**src/rtl/btn_pkg.sv**
```systemverilog
// Shared definitions for the push-button conditioner:
// FSM state encoding and the counter-width helper.
package btn_pkg;

  typedef enum logic [1:0] {
    RELEASED     = 2'd0,
    PRESS_WAIT   = 2'd1,
    PRESSED      = 2'd2,
    RELEASE_WAIT = 2'd3
  } btn_state_t;

  // Width for a counter that must reach n-1; never narrower than one bit.
  function automatic int BTN_CNT_W(input int n);
    return (n <= 2) ? 1 : $clog2(n);
  endfunction

endpackage

```
**src/rtl/sync2.sv**
```systemverilog
// Generic two-flop synchroniser for an asynchronous single-bit input.
// RESET_VAL sets the level both flops take while rst_n is low.
module sync2 #(
  parameter logic RESET_VAL = 1'b0
) (
  input  logic clk,
  input  logic rst_n,
  input  logic i_d,
  output logic o_q
);

  logic r_meta;
  logic r_sync;

  always_ff @(posedge clk or negedge rst_n) begin
    if (!rst_n) begin
      r_meta <= RESET_VAL;
      r_sync <= RESET_VAL;
    end else begin
      r_meta <= i_d;
      r_sync <= r_meta;
    end
  end

  assign o_q = r_sync;

endmodule

```
**src/rtl/btn_debounce.sv**
```systemverilog
// Push-button conditioner: synchronise, debounce, and emit press/release/long pulses
// plus a wrapping press count. Define BTN_LONG_PRESS_EN to build the long-press logic.
module btn_debounce
  import btn_pkg::*;
#(
  parameter int DEBOUNCE_CYCLES = 12000,
  parameter int LONG_CYCLES     = 6000000,
  parameter bit ACTIVE_LOW      = 1'b1
) (
  input  logic       clk,
  input  logic       rst_n,
  input  logic       btn_i,
  output logic       level_o,
  output logic       press_o,
  output logic       release_o,
  output logic       long_o,
  output logic [3:0] press_count_o
);

  localparam int              DB_W    = BTN_CNT_W(DEBOUNCE_CYCLES);
  localparam logic [DB_W-1:0] DB_LAST = DB_W'(DEBOUNCE_CYCLES - 1);
  localparam logic [DB_W-1:0] DB_ONE  = DB_W'(1);

  if (DEBOUNCE_CYCLES < 2 || LONG_CYCLES <= DEBOUNCE_CYCLES) begin : g_badParams
    $error("btn_debounce: DEBOUNCE_CYCLES must be >= 2 and below LONG_CYCLES");
  end

  logic            w_pinSync;
  logic            w_s;
  btn_state_t      r_state;
  btn_state_t      w_stateNext;
  logic [DB_W-1:0] r_dbCnt;
  logic [DB_W-1:0] w_dbCntNext;
  logic            w_pressNext;
  logic            w_releaseNext;
  logic            r_level;
  logic            r_press;
  logic            r_release;
  logic [3:0]      r_count;

  // Reset to the released pin level so reset never looks like a press.
  sync2 #(.RESET_VAL(ACTIVE_LOW)) u_sync (
    .clk   (clk),
    .rst_n (rst_n),
    .i_d   (btn_i),
    .o_q   (w_pinSync)
  );

  assign w_s = w_pinSync ^ ACTIVE_LOW;

  always_comb begin
    w_stateNext   = r_state;
    w_dbCntNext   = r_dbCnt;
    w_pressNext   = 1'b0;
    w_releaseNext = 1'b0;
    case (r_state)
      RELEASED: begin
        if (w_s) begin
          w_stateNext = PRESS_WAIT;
          w_dbCntNext = '0;
        end
      end
      PRESS_WAIT: begin
        if (!w_s) begin
          w_stateNext = RELEASED;
        end else if (r_dbCnt == DB_LAST) begin
          w_stateNext = PRESSED;
          w_pressNext = 1'b1;
        end else begin
          w_dbCntNext = r_dbCnt + DB_ONE;
        end
      end
      PRESSED: begin
        if (!w_s) begin
          w_stateNext = RELEASE_WAIT;
          w_dbCntNext = '0;
        end
      end
      RELEASE_WAIT: begin
        if (w_s) begin
          w_stateNext = PRESSED;
        end else if (r_dbCnt == DB_LAST) begin
          w_stateNext   = RELEASED;
          w_releaseNext = 1'b1;
        end else begin
          w_dbCntNext = r_dbCnt + DB_ONE;
        end
      end
      default: w_stateNext = RELEASED;
    endcase
  end

  always_ff @(posedge clk or negedge rst_n) begin
    if (!rst_n) begin
      r_state   <= RELEASED;
      r_dbCnt   <= '0;
      r_level   <= 1'b0;
      r_press   <= 1'b0;
      r_release <= 1'b0;
      r_count   <= 4'd0;
    end else begin
      r_state   <= w_stateNext;
      r_dbCnt   <= w_dbCntNext;
      r_press   <= w_pressNext;
      r_release <= w_releaseNext;
      if (w_pressNext) begin
        r_level <= 1'b1;
        r_count <= r_count + 4'd1;
      end else if (w_releaseNext) begin
        r_level <= 1'b0;
      end
    end
  end

`ifdef BTN_LONG_PRESS_EN
  localparam int                HOLD_W    = BTN_CNT_W(LONG_CYCLES);
  localparam logic [HOLD_W-1:0] HOLD_LAST = HOLD_W'(LONG_CYCLES - 1);
  localparam logic [HOLD_W-1:0] HOLD_ONE  = HOLD_W'(1);

  logic [HOLD_W-1:0] r_hold;
  logic              r_longFlag;
  logic              r_long;
  logic              w_longFire;

  assign w_longFire = (r_state == PRESSED) && (r_hold == HOLD_LAST) && !r_longFlag;

  // Hold time survives short release bounces; only an accepted release re-arms the flag.
  always_ff @(posedge clk or negedge rst_n) begin
    if (!rst_n) begin
      r_hold     <= '0;
      r_longFlag <= 1'b0;
      r_long     <= 1'b0;
    end else begin
      r_long <= w_longFire;
      if (w_pressNext) begin
        r_hold <= '0;
      end else if ((r_state == PRESSED) && w_s && (r_hold != HOLD_LAST)) begin
        r_hold <= r_hold + HOLD_ONE;
      end
      if (w_releaseNext) begin
        r_longFlag <= 1'b0;
      end else if (w_longFire) begin
        r_longFlag <= 1'b1;
      end
    end
  end

  assign long_o = r_long;
`else
  assign long_o = 1'b0;
`endif

  assign level_o       = r_level;
  assign press_o       = r_press;
  assign release_o     = r_release;
  assign press_count_o = r_count;

endmodule

```
**config.mk**
```make
export PLATFORM = sky130hd
export DESIGN_NAME = btn_debounce
export DESIGN_NICKNAME = d
export VERILOG_FILES = /design/src/rtl/btn_pkg.sv /design/src/rtl/sync2.sv /design/src/rtl/btn_debounce.sv
export SDC_FILE = /design/constraint.sdc
export NUM_CORES = 1
export LEC_CHECK = 0
export CELL_PAD_IN_SITES_DETAIL_PLACEMENT = 1
export CELL_PAD_IN_SITES_GLOBAL_PLACEMENT = 2
export CORE_ASPECT_RATIO = 1.5
export CORE_MARGIN = 3
export CORE_UTILIZATION = 36
export DETAILED_ROUTE_END_ITERATION = 10
export GPL_TIMING_DRIVEN = 0
export HOLD_SLACK_MARGIN = 0.05
export PLACE_DENSITY_LB_ADDON = 0.1
export RECOVER_POWER = 100
export SLEW_MARGIN = 10
export SYNTH_ARGS = -nofsm -noshare
export SYNTH_HDL_FRONTEND = slang
export SYNTH_SLANG_ARGS = --single-unit
```
**constraint.sdc**
```tcl
create_clock -name clk -period 2.14 [get_ports clk]
set_input_delay 0.428 -clock clk [delete_from_list [all_inputs] [get_ports clk]]
set_output_delay 0.428 -clock clk [all_outputs]
set_load 0.005 [all_outputs]
```
* Word level (Yosys, flattened, before mapping)
Index checks and enable logic that the tools add are counted.
** Word-level totals
- Bits of input ports :: 3
- Register bits after elaboration :: 25
- Output and inout bits :: 8
- Word-level logic and storage cells :: 44
** Cells by class
- Reductions and logical operators :: 4
- Equality and inequality tests :: 10
- Muxes and demuxes :: 20
- $add $sub $neg :: 2
** Operators with widths (count)
- $mux W14 :: 5
- $pmux W14 S4 :: 1
- $add A14 B1 Y14 const B :: 1
- $eq A14 B14 Y1 const B :: 1
- $mux W2 :: 6
- $pmux W2 S4 :: 1
- $reduce_and A4 Y1 :: 2
- $mux W1 :: 7
- $add A4 B1 Y4 const B :: 1
- $eq A2 B2 Y1 const B :: 2
- $ne A2 B1 Y1 const B :: 2
- $ne A2 B2 Y1 const B :: 2
- $ne A3 B2 Y1 const B :: 1
- $ne A3 B3 Y1 const B :: 1
- $eq A2 B1 Y1 const B :: 1
- $logic_not A2 Y1 :: 1
- $reduce_bool A2 Y1 :: 1

* Longest topological paths before layout
Gate-level depths: netlist (run 1).
- Depth after elaboration :: 6
- Mapped depth :: 6
- Depth with buffers taken out :: 5

* By module
From an unflattened synthesis (run 1), not the netlist that was laid out.
** Second synthesis, totals
- Cell total of the unflattened synthesis :: 117
- Area total of the unflattened synthesis :: 1223.7 µm²
** By module, submodules not included
- btn_debounce :: area an instance 1171.1 µm², times used 1, cells each 115
- sync2 :: area an instance 52.6 µm², times used 1, cells each 2

* Worst setup path before layout (run 1)
No wires, ideal clock.
- Path type :: reg2reg
- Start point :: register r_dbCnt[0]
- End point :: register r_dbCnt[10]
- Clock period less this slack :: 1.699 ns
- Arrival time :: 1.617 ns
- Stages on the path, launching flop included :: 7
- Buffers on the path :: 1
- Path slack :: 0.441 ns
- Setup time :: 0.082 ns
- Required time :: 2.058 ns
- Path through :: dfrtp_1 -> ha_1 -> and4_1 -> clkbuf_1 -> and3_1 -> or3b_1 -> a31oi_1
** Between the ends
- Word-level cells in the longest chain between the ends :: 4
** RTL lines
- from (decl) :: line btn_debounce.sv:32 : logic [DB_W-1:0] r_dbCnt;
- from (signal assigned) :: line btn_debounce.sv:103 : r_dbCnt <= w_dbCntNext;
- $add A14 B1 Y14 or $eq A14 B14 Y1 (tied branches)
- $mux W14 (*) :: line btn_debounce.sv:66, btn_debounce.sv:82
- $mux W14, on equally long branches :: line btn_debounce.sv:80, btn_debounce.sv:64
- $pmux W14 S4 (*) :: line btn_debounce.sv:56 : case (r_state)
Mark *: on every way between the ends. The rest lies on a longest branch, timed or not. The select of a mux whose other input is x is not followed.
A chain may end at the register's enable or synchronous reset.

* Worst setup path after layout (run 1)
- Start point :: register r_dbCnt[0]
- End point :: register r_count[1], in the netlist press_count_o[1]
** Between the ends
- Word-level cells in the longest chain between the ends :: 4
** RTL lines
- $eq A14 B14 Y1 :: line btn_debounce.sv:66 : end else if (r_dbCnt == DB_LAST) begin
- $mux W1 :: line btn_debounce.sv:66
- $mux W1 :: line btn_debounce.sv:64 : if (!w_s) begin
- $mux W1 :: line btn_debounce.sv:56
- to (signal assigned) :: line btn_debounce.sv:108 : r_count <= r_count + 4'd1;
- to (decl) :: line btn_debounce.sv:39 : logic [3:0] r_count;
No other way between the ends.

==> metrics.txt, run 1 <==
CTS root buffer=clkbuf_8; Worst Hold Class=reg2reg; Leak=0.690 nW; CTS tree=done; RSZ-0062 raised after global routing=no; Max Slew Vio Count=0; share of layout cells above drive strength 1=0.0872; Max Freq=0.521 GHz; Post-Synthesis Cells=134; mapped cell area=1350 um2; headroom to the max-slew limit=0.0929; MaxCap Viol Count=0; Remaining Overflow, GRT=0; TritonCTS Buffers=3; full die area=4530 um2; Top Family by Delay on Critical Path=simple AND/OR/NAND/NOR gates; crit-path max FO=6; H-tree Lvls=1; most frequent cells in the layout=dfrtp_1 (23), nand4_1 (12), nand2_1 (9); max incr delay on CP=0.45 ns; clk buf depth=2; commonest non-fill, non-tap cell in the layout=dfrtp_1; final setup skew=0.00552 ns; ANT nets after route=0; Post-synth ARST share=1.00; worst path cell trace=ha_1, nand4b_1, nor4_2, and3_1, mux2_1; Syn Nets=139; Worst-Margin Slew=1.36 ns; CTS clk-pin slew, worst paths=0.09 ns; row cnt=26; Design Area, Final=1550 um2; placed cell count=185; Slowest cell on crit path=dfrtp_1; initial core utilization=0.384; Finish-stage setup viols=0; chip height=81.0 um; Pwr Density=544 nW/um2; sequential element share of the synthesized area=0.466; crit end category=register; I/O Pins=11; Clk Latency, worst-skew pair=0.27 ns; IO buf count=9; Yosys warning count=0; Sink Count=25; core area=3510 um2; Placer Congestion=0.753; 1st-iter DRT viols=21; WP data arrival=2.07 ns; Main synth FF type=dfrtp_1; DR WL/cell=17.5 um; final setup margin=0.222 ns; syn_area_per_cell=10.1 um2; final HPWL from detailed placement=2430 um; GRT Resource Usage Total=0.158; Final Critical Period=1.92 ns; Max VDD drop=0.395 mV; post-route insts no fill=191; DRT Pass-1 Iters=4; largest net degree at the start of global routing=26; Final #Nets=155; Inserted Diodes=0; outcome=finished clean; CTS Hold Buffers Added=0; Final period util=0.896; placed standard-cell area=1490 um2; number of distinct library cells after synthesis=37; worst slack, placed=-0.0552 ns; vias in the first global route=1166; DR vias/cell=5.68; final hold violation count=0; Post-synth EDFFs=0; first-pass GRT wire length=5660 um; vias=1085; final cell utilization of the core=0.441; #FFs+latches synth=25; Setup Crit Path Kind=reg2reg; final WL=3340 um; DRC violation count after routing=0; Worst Path Required=2.30 ns; area delta synth->final=14.9%; crit path launch type=register; die width=56.0 um; initial antenna violation count=0; Bufs and invs on worst path=0
==> repair_timing <==
item / in CTS / in global routing
resized for setup: 0 / 2
endpoints found under the setup margin: 4 / 1
setup buffers: 2 / 0
pin swaps: 1 / 0
==> final timing paths <==
check	start	end	slack, ns	cells past startpoint
setup reg to reg	r_dbCnt[0]	press_count_o[1]	0.22	5
hold reg to reg	u_sync.r_meta	u_sync.o_q	0.37	0
min in group asynchronous	rst_n	release_o	0.44	1
hold / removal	u_sync.r_meta	u_sync.o_q	0.37	0
max in group asynchronous	rst_n	r_dbCnt[2]	0.90	1
setup / recovery	r_dbCnt[0]	press_count_o[1]	0.22	5
==> where the power goes <==
group | internal, mW | total [mW] | switching [mW]
Clock | 0.134 | 0.293 | 0.159
Sequential | 0.484 | 0.499 | 0.0150
Combinational | 0.0182 | 0.0522 | 0.0340
Total | 0.636 | 0.844 | 0.208
==> sequential cells by signal, summed over array words and instances, names as in the netlist, named ones only <==
register,cells
u_sync.r_meta,1
u_sync.o_q,1
r_state,1
press_count_o,4
r_dbCnt,14
level_o,1
release_o,1
press_o,1
==> logic make-up after synthesis <==
kind of cell | after synthesis | share of synthesized area
xor+xnor | 6 | 0.0529
flops | 25 | 0.466
simple gates | 56 | 0.253
compound gates | 23 | 0.112
fa+ha+maj | 2 | 0.0185
mux | 6 | 0.0455
buf+inv | 15 | 0.0492
other cells | 1 | 0.00278
==> worst register-to-register path, cell delays in order, from the launching register on <==
cell	delay (ns)
dfrtp_1	0.45
ha_1	0.27
nand4b_1	0.13
nor4_2	0.29
and3_1	0.31
mux2_1	0.36
==> cell usage after synthesis, drive strengths merged (2+ instances only) <==
master   n  area [um2]
a21boi   2        18.8
a21oi    7        35.0
a31oi    3        18.8
and2     2        12.5
and3     7        43.8
and4     3        26.3
buf      4        25.0
clkbuf   3        11.3
dfrtp   23         576
dfstp    2        52.6
ha       2        25.0
inv      8        30.0
mux2i    5        50.1
nand2    9        33.8
nand2b   6        37.5
nand3    6        30.0
nand4   12        75.1
nand4b   2        17.5
nor2     2        7.51
nor4     3        18.8
o211ai   3        22.5
o21ai    3        15.0
o221ai   2        17.5
xnor2    4        53.8
xor2     2        17.5
==> area by class of cell <==
type                    instances  area [um2]
fillers                       393        1960
multi-input cells              94         661
flip-flops and latches         25         628
repair buffers                 11        95.1
well taps                      42        52.6
clock buffers                   4        45.0
plain buffers                   7        38.8
inverters                       8        30.0
==> metrics by stage <==
| step | hold WS [ns] | power [mW] | setup TNS (ns) |
|---|---|---|---|
| detailed placement | 0.356 | 0.565 | -0.108 |
| global placement | 0.346 | 0.563 | -0.0282 |
| floorplan | 0.132 | 0.538 | 0 |
| global route | 0.374 | 0.888 | 0 |
| CTS | 0.370 | 0.854 | 0 |
| finish | 0.367 | 0.844 | 0 |
==> routing by layer <==
metal / up-vias / share of wire / global-route usage
li1: 522 / - / -
met1: 546 / 0.41 / 0.171
met2: 13 / 0.56 / 0.303
met3: 4 / 0.019 / 0.0223
met4: 0 / 0.012 / 0.0641
met5: - / 0 / 0
Power figures use the tool's default switching activity.
==> inputs of run 2 (changes only) <==
Settings changed: SETUP_SLACK_MARGIN from default to 0.1, SLEW_MARGIN 10 to 5.
==> metrics.txt, run 2 (synthesis gave the netlist of run 1 again) <==
outcome=finished clean; Pwr Density=543 nW/um2; I/O Pins=11; Worst-Margin Slew=1.37 ns; WP data arrival=2.05 ns; area delta synth->final=15.3%; max FFs per register=14; initial core utilization=0.384; DR vias/cell=5.70; final setup skew=0.00421 ns; placed cell count=185; vias in the first global route=1166; initial antenna violation count=0; Final period util=0.884; GRT Resource Usage Total=0.158; MaxCap Viol Count=0; first-pass GRT wire length=5660 um; placed standard-cell area=1490 um2; Placer Congestion=0.753; ANT nets after route=0; setup TNS=0 ns; commonest non-fill, non-tap cell in the layout=dfrtp_1; CTS Hold Buffers Added=0; Max Slew Vio Count=0; CTS tree=done; Most flops, register=r_dbCnt; Sink Count=25; Worst Path Required=2.30 ns; Max VDD drop=0.409 mV; DRC violation count after routing=0; core area=3510 um2; Finish-stage setup viols=0; post-route insts no fill=191; WHS Path Cells=0; largest net degree at the start of global routing=26; crit-path max FO=6; vias=1088; crit end category=register; Final Critical Period=1.89 ns; 1st-iter DRT viols=14; share of layout cells above drive strength 1=0.101; headroom to the max-slew limit=0.0873; Clk Latency, worst-skew pair=0.27 ns; clk buf depth=2; Leak=0.692 nW; RSZ-0062 raised after global routing=no; TritonCTS Buffers=3; worst slack, placed=-0.0552 ns; row cnt=26; CTS root buffer=clkbuf_8; Design Area, Final=1560 um2; final WL=3360 um; final HPWL from detailed placement=2430 um; Worst Hold Class=reg2reg; CTS clk-pin slew, worst paths=0.09 ns; total power=845 uW; most frequent cells in the layout=dfrtp_1 (22), nand4_1 (12), nand2_1 (9); IO buf count=9; Final #Nets=155; full die area=4530 um2; Max Freq=0.529 GHz; H-tree Lvls=1; die width=56.0 um; Inserted Diodes=0; crit path launch type=register; DRT Pass-1 Iters=4; Remaining Overflow, GRT=0; chip height=81.0 um; final hold violation count=0; DR WL/cell=17.6 um; final setup margin=0.248 ns; cell depth of the worst flop-to-flop path=5; Setup Crit Path Kind=reg2reg
-- run 2: cell count changes in the layout (fill, tap and decap cells not counted) --
cell      previous run  this run
o21ai_0              3         2
buf_4                3         4
dfrtp_2              0         1
clkbuf_1             6         5
o21ai_1              0         1
dfrtp_1             23        22
-- run 2: worst paths after layout --
kind,from,endpoint,slack [ns]
min,u_sync.r_meta,u_sync.o_q,0.37
min reg2reg,u_sync.r_meta,u_sync.o_q,0.37
max in group asynchronous,rst_n,r_dbCnt[0],0.79
max reg2reg,r_dbCnt[1],press_count_o[1],0.25
max,r_dbCnt[1],press_count_o[1],0.25
min in group asynchronous,rst_n,release_o,0.44
-- run 2: timing repair --
| action | in CTS | in global routing |
|---|---|---|
| setup endpoints to repair | 11 | 13 |
| gates cloned | 0 | 0 |
| pin swaps | 1 | 0 |
| setup buffers | 2 | 0 |
| gates resized for setup | 0 | 4 |
-- run 2: final cells by class --
type / instances / area [um2]
Fill cell: 395 / 1960
Multi-Input combinational cell: 94 / 661
Sequential cell: 25 / 629
Timing Repair Buffer: 11 / 98.8
Tap cell: 42 / 52.6
Clock buffer: 4 / 45.0
Buffer: 7 / 38.8
Inverter: 8 / 30.0
-- run 2: metal layers --
layer  up-vias  wire length (um)  GRT usage
met1       548              1390      0.171
met4         0                45     0.0641
met5         -                 0          0
li1        523                 -          -
met2        13              1850      0.303
met3         4                71     0.0223
-- run 2: per-stage QoR --
stage	hold slack [ns]	utilization
after floorplan	0.132	-
after global placement	0.346	0.425
after detailed placement	0.356	0.425
after CTS	0.370	0.442
after global routing	0.374	0.443
final	0.367	0.443
-- run 2: report_power, final --
| part | internal (mW) | total (mW) | switching, mW |
|---|---|---|---|
| registers | 0.484 | 0.499 | 0.0150 |
| logic | 0.0182 | 0.0524 | 0.0342 |
| clock network | 0.133 | 0.294 | 0.160 |
| total | 0.636 | 0.845 | 0.209 |
-- run 2: critical path, cell delays in order (launching register included) --
cell,delay [ns]
dfrtp_1,0.43
ha_1,0.26
nand4b_1,0.13
nor4_2,0.29
and3_1,0.30
mux2_1,0.36
==> inputs of run 3 (changes only) <==
Settings changed: CAP_MARGIN from default to 15, CELL_PAD_IN_SITES_DETAIL_PLACEMENT 1 to default, CELL_PAD_IN_SITES_GLOBAL_PLACEMENT 2 to default, CORE_UTILIZATION 36 to 39, PLACE_DENSITY_LB_ADDON 0.1 to default.
==> metrics.txt, run 3 (synthesis gave the netlist of run 1 again) <==
ANT nets after route=0; first-pass GRT wire length=5210 um; final cell utilization of the core=0.482; Finish-stage setup viols=0; clock network power share=0.340; row cnt=25; share of layout cells above drive strength 1=0.0940; final hold violation count=0; P_int=637 uW; Max VDD drop=0.273 mV; DR WL/cell=15.9 um; DRT Pass-1 Iters=4; Placer Congestion=0.821; chip height=78.0 um; placed cell count=183; power share of the combinational group=0.065; Hold Startpoint=u_sync.r_meta; Seq pwr share=0.595; area delta synth->final=15.1%; CTS Hold Buffers Added=0; H-tree Lvls=1; total power=840 uW; placed standard-cell area=1490 um2; Final period util=0.901; crit-path max FO=9; Clk Latency, worst-skew pair=0.27 ns; die width=54.0 um; vias in the first global route=1153; final setup skew=0.00420 ns; most frequent cells in the layout=dfrtp_1 (22), nand4_1 (12), nand2_1 (9), dlygate4sd3_1 (9), inv_1 (8); RR Startpoint=r_dbCnt[1]; Max Slew Vio Count=0; core area=3220 um2; DR vias/cell=5.82; Final Critical Period=1.93 ns; Most flops, register=r_dbCnt; outcome=finished clean; storage element area=629 um2; crit end category=register; GRT Resource Usage Total=0.161; post-route insts no fill=189; Pwr Density=541 nW/um2; final HPWL from detailed placement=2170 um; WP data arrival=2.14 ns; Leak=0.692 nW; full die area=4210 um2; final WL=3010 um; CTS clk-pin slew, worst paths=0.09 ns; clk buf depth=2; commonest non-fill, non-tap cell in the layout=dfrtp_1; Sink Count=25; largest net degree at the start of global routing=26; CTS root buffer=clkbuf_8; max incr delay on CP=0.45 ns; Worst-Margin Slew=0.908 ns; Setup Crit Path Kind=reg2reg; IO buf count=9; Inserted Diodes=0; I/O Pins=11; Max Freq=0.518 GHz; Sw Ratio=0.242; max FFs per register=14; Worst Hold Class=reg2reg; TritonCTS Buffers=3; DRC violation count after routing=0; Net Switching=203 uW; initial antenna violation count=0; Worst Path Required=2.35 ns; Remaining Overflow, GRT=0; crit path launch type=register; worst path cell trace=ha_1, and4_1, clkbuf_1, nand4_1, clkbuf_2, nor2_1, and3_1; Fillers=298; 1st-iter DRT viols=23; Slowest cell on crit path=dfrtp_1; FF-to-FF setup slack=0.21 ns; initial core utilization=0.419; CTS tree=done; critical path launch point=r_dbCnt[1]; Final #Nets=155; MaxCap Viol Count=0; area of the multi-input gates=661 um2; RSZ-0062 raised after global routing=no; vias=1100; headroom to the max-slew limit=0.395; Design Area, Final=1550 um2
## run 3: cell types whose count changed in the layout (fill, tap and decap cells not counted)
cell / change
buf_4: -2
dlygate4sd3_1: +1
o21ai_0: +1
clkbuf_2: +1
o21ai_1: -1
## run 3: power by group through the flow
stage	Sequential (mW)	Combinational, mW	Clock, mW
4_1_cts	0.499	0.0565	0.287
3_5_place_dp	0.508	0.0562	0
6_report	0.500	0.0543	0.286
2_1_floorplan	0.504	0.0336	0
3_3_place_gp	0.507	0.0537	0
5_1_grt	0.501	0.0623	0.314
## run 3: path summary, 6_finish.rpt
| kind | to | cells past startpoint |
|---|---|---|
| min reg2reg | u_sync.o_q | 0 |
| max in group asynchronous | r_dbCnt[0] | 2 |
| min | u_sync.o_q | 0 |
| max reg2reg | release_o | 7 |
| min in group asynchronous | release_o | 1 |
| max | release_o | 7 |
## run 3: layout make-up
class / instances / area share
clock buffer: 4 / 0.0290
tap: 40 / 0.0322
inverter: 8 / 0.0193
multi-input combinational: 94 / 0.425
timing repair buffer: 11 / 0.0637
sequential: 25 / 0.405
buffer: 7 / 0.0250
## run 3: what timing repair did
action | CTS | global route
setup buffers | 1 | 0
endpoints found under the setup margin | 12 | 14
gates resized for setup | 0 | 3
gates cloned | 0 | 0
pin swaps | 1 | 0
## run 3: routing by layer
| layer | global-route usage | vias to the layer above | wire, um |
|---|---|---|---|
| li1 | - | 522 | - |
| met5 | 0 | - | 0 |
| met4 | 0.0673 | 0 | 56 |
| met3 | 0.0247 | 7 | 71 |
| met2 | 0.274 | 14 | 1560 |
| met1 | 0.195 | 557 | 1320 |
## run 3: per-stage QoR
stage	setup TNS (ns)	hold WS, ns	setup slack, ns
global route	0	0.367	0.0705
finish	0	0.362	0.211
global placement	0	0.346	0.0597
floorplan	0	0.132	0.441
detailed placement	-0.141	0.352	-0.0567
CTS	0	0.364	0.152
## run 3: critical path, delay by kind of cell (launching register included)
| family | cells | cell delay [ns] |
|---|---|---|
| buffers and inverters | 2 | 0.46 |
| and+or+nand+nor | 4 | 0.69 |
| DFF | 1 | 0.45 |
| adders and majority gates | 1 | 0.28 |
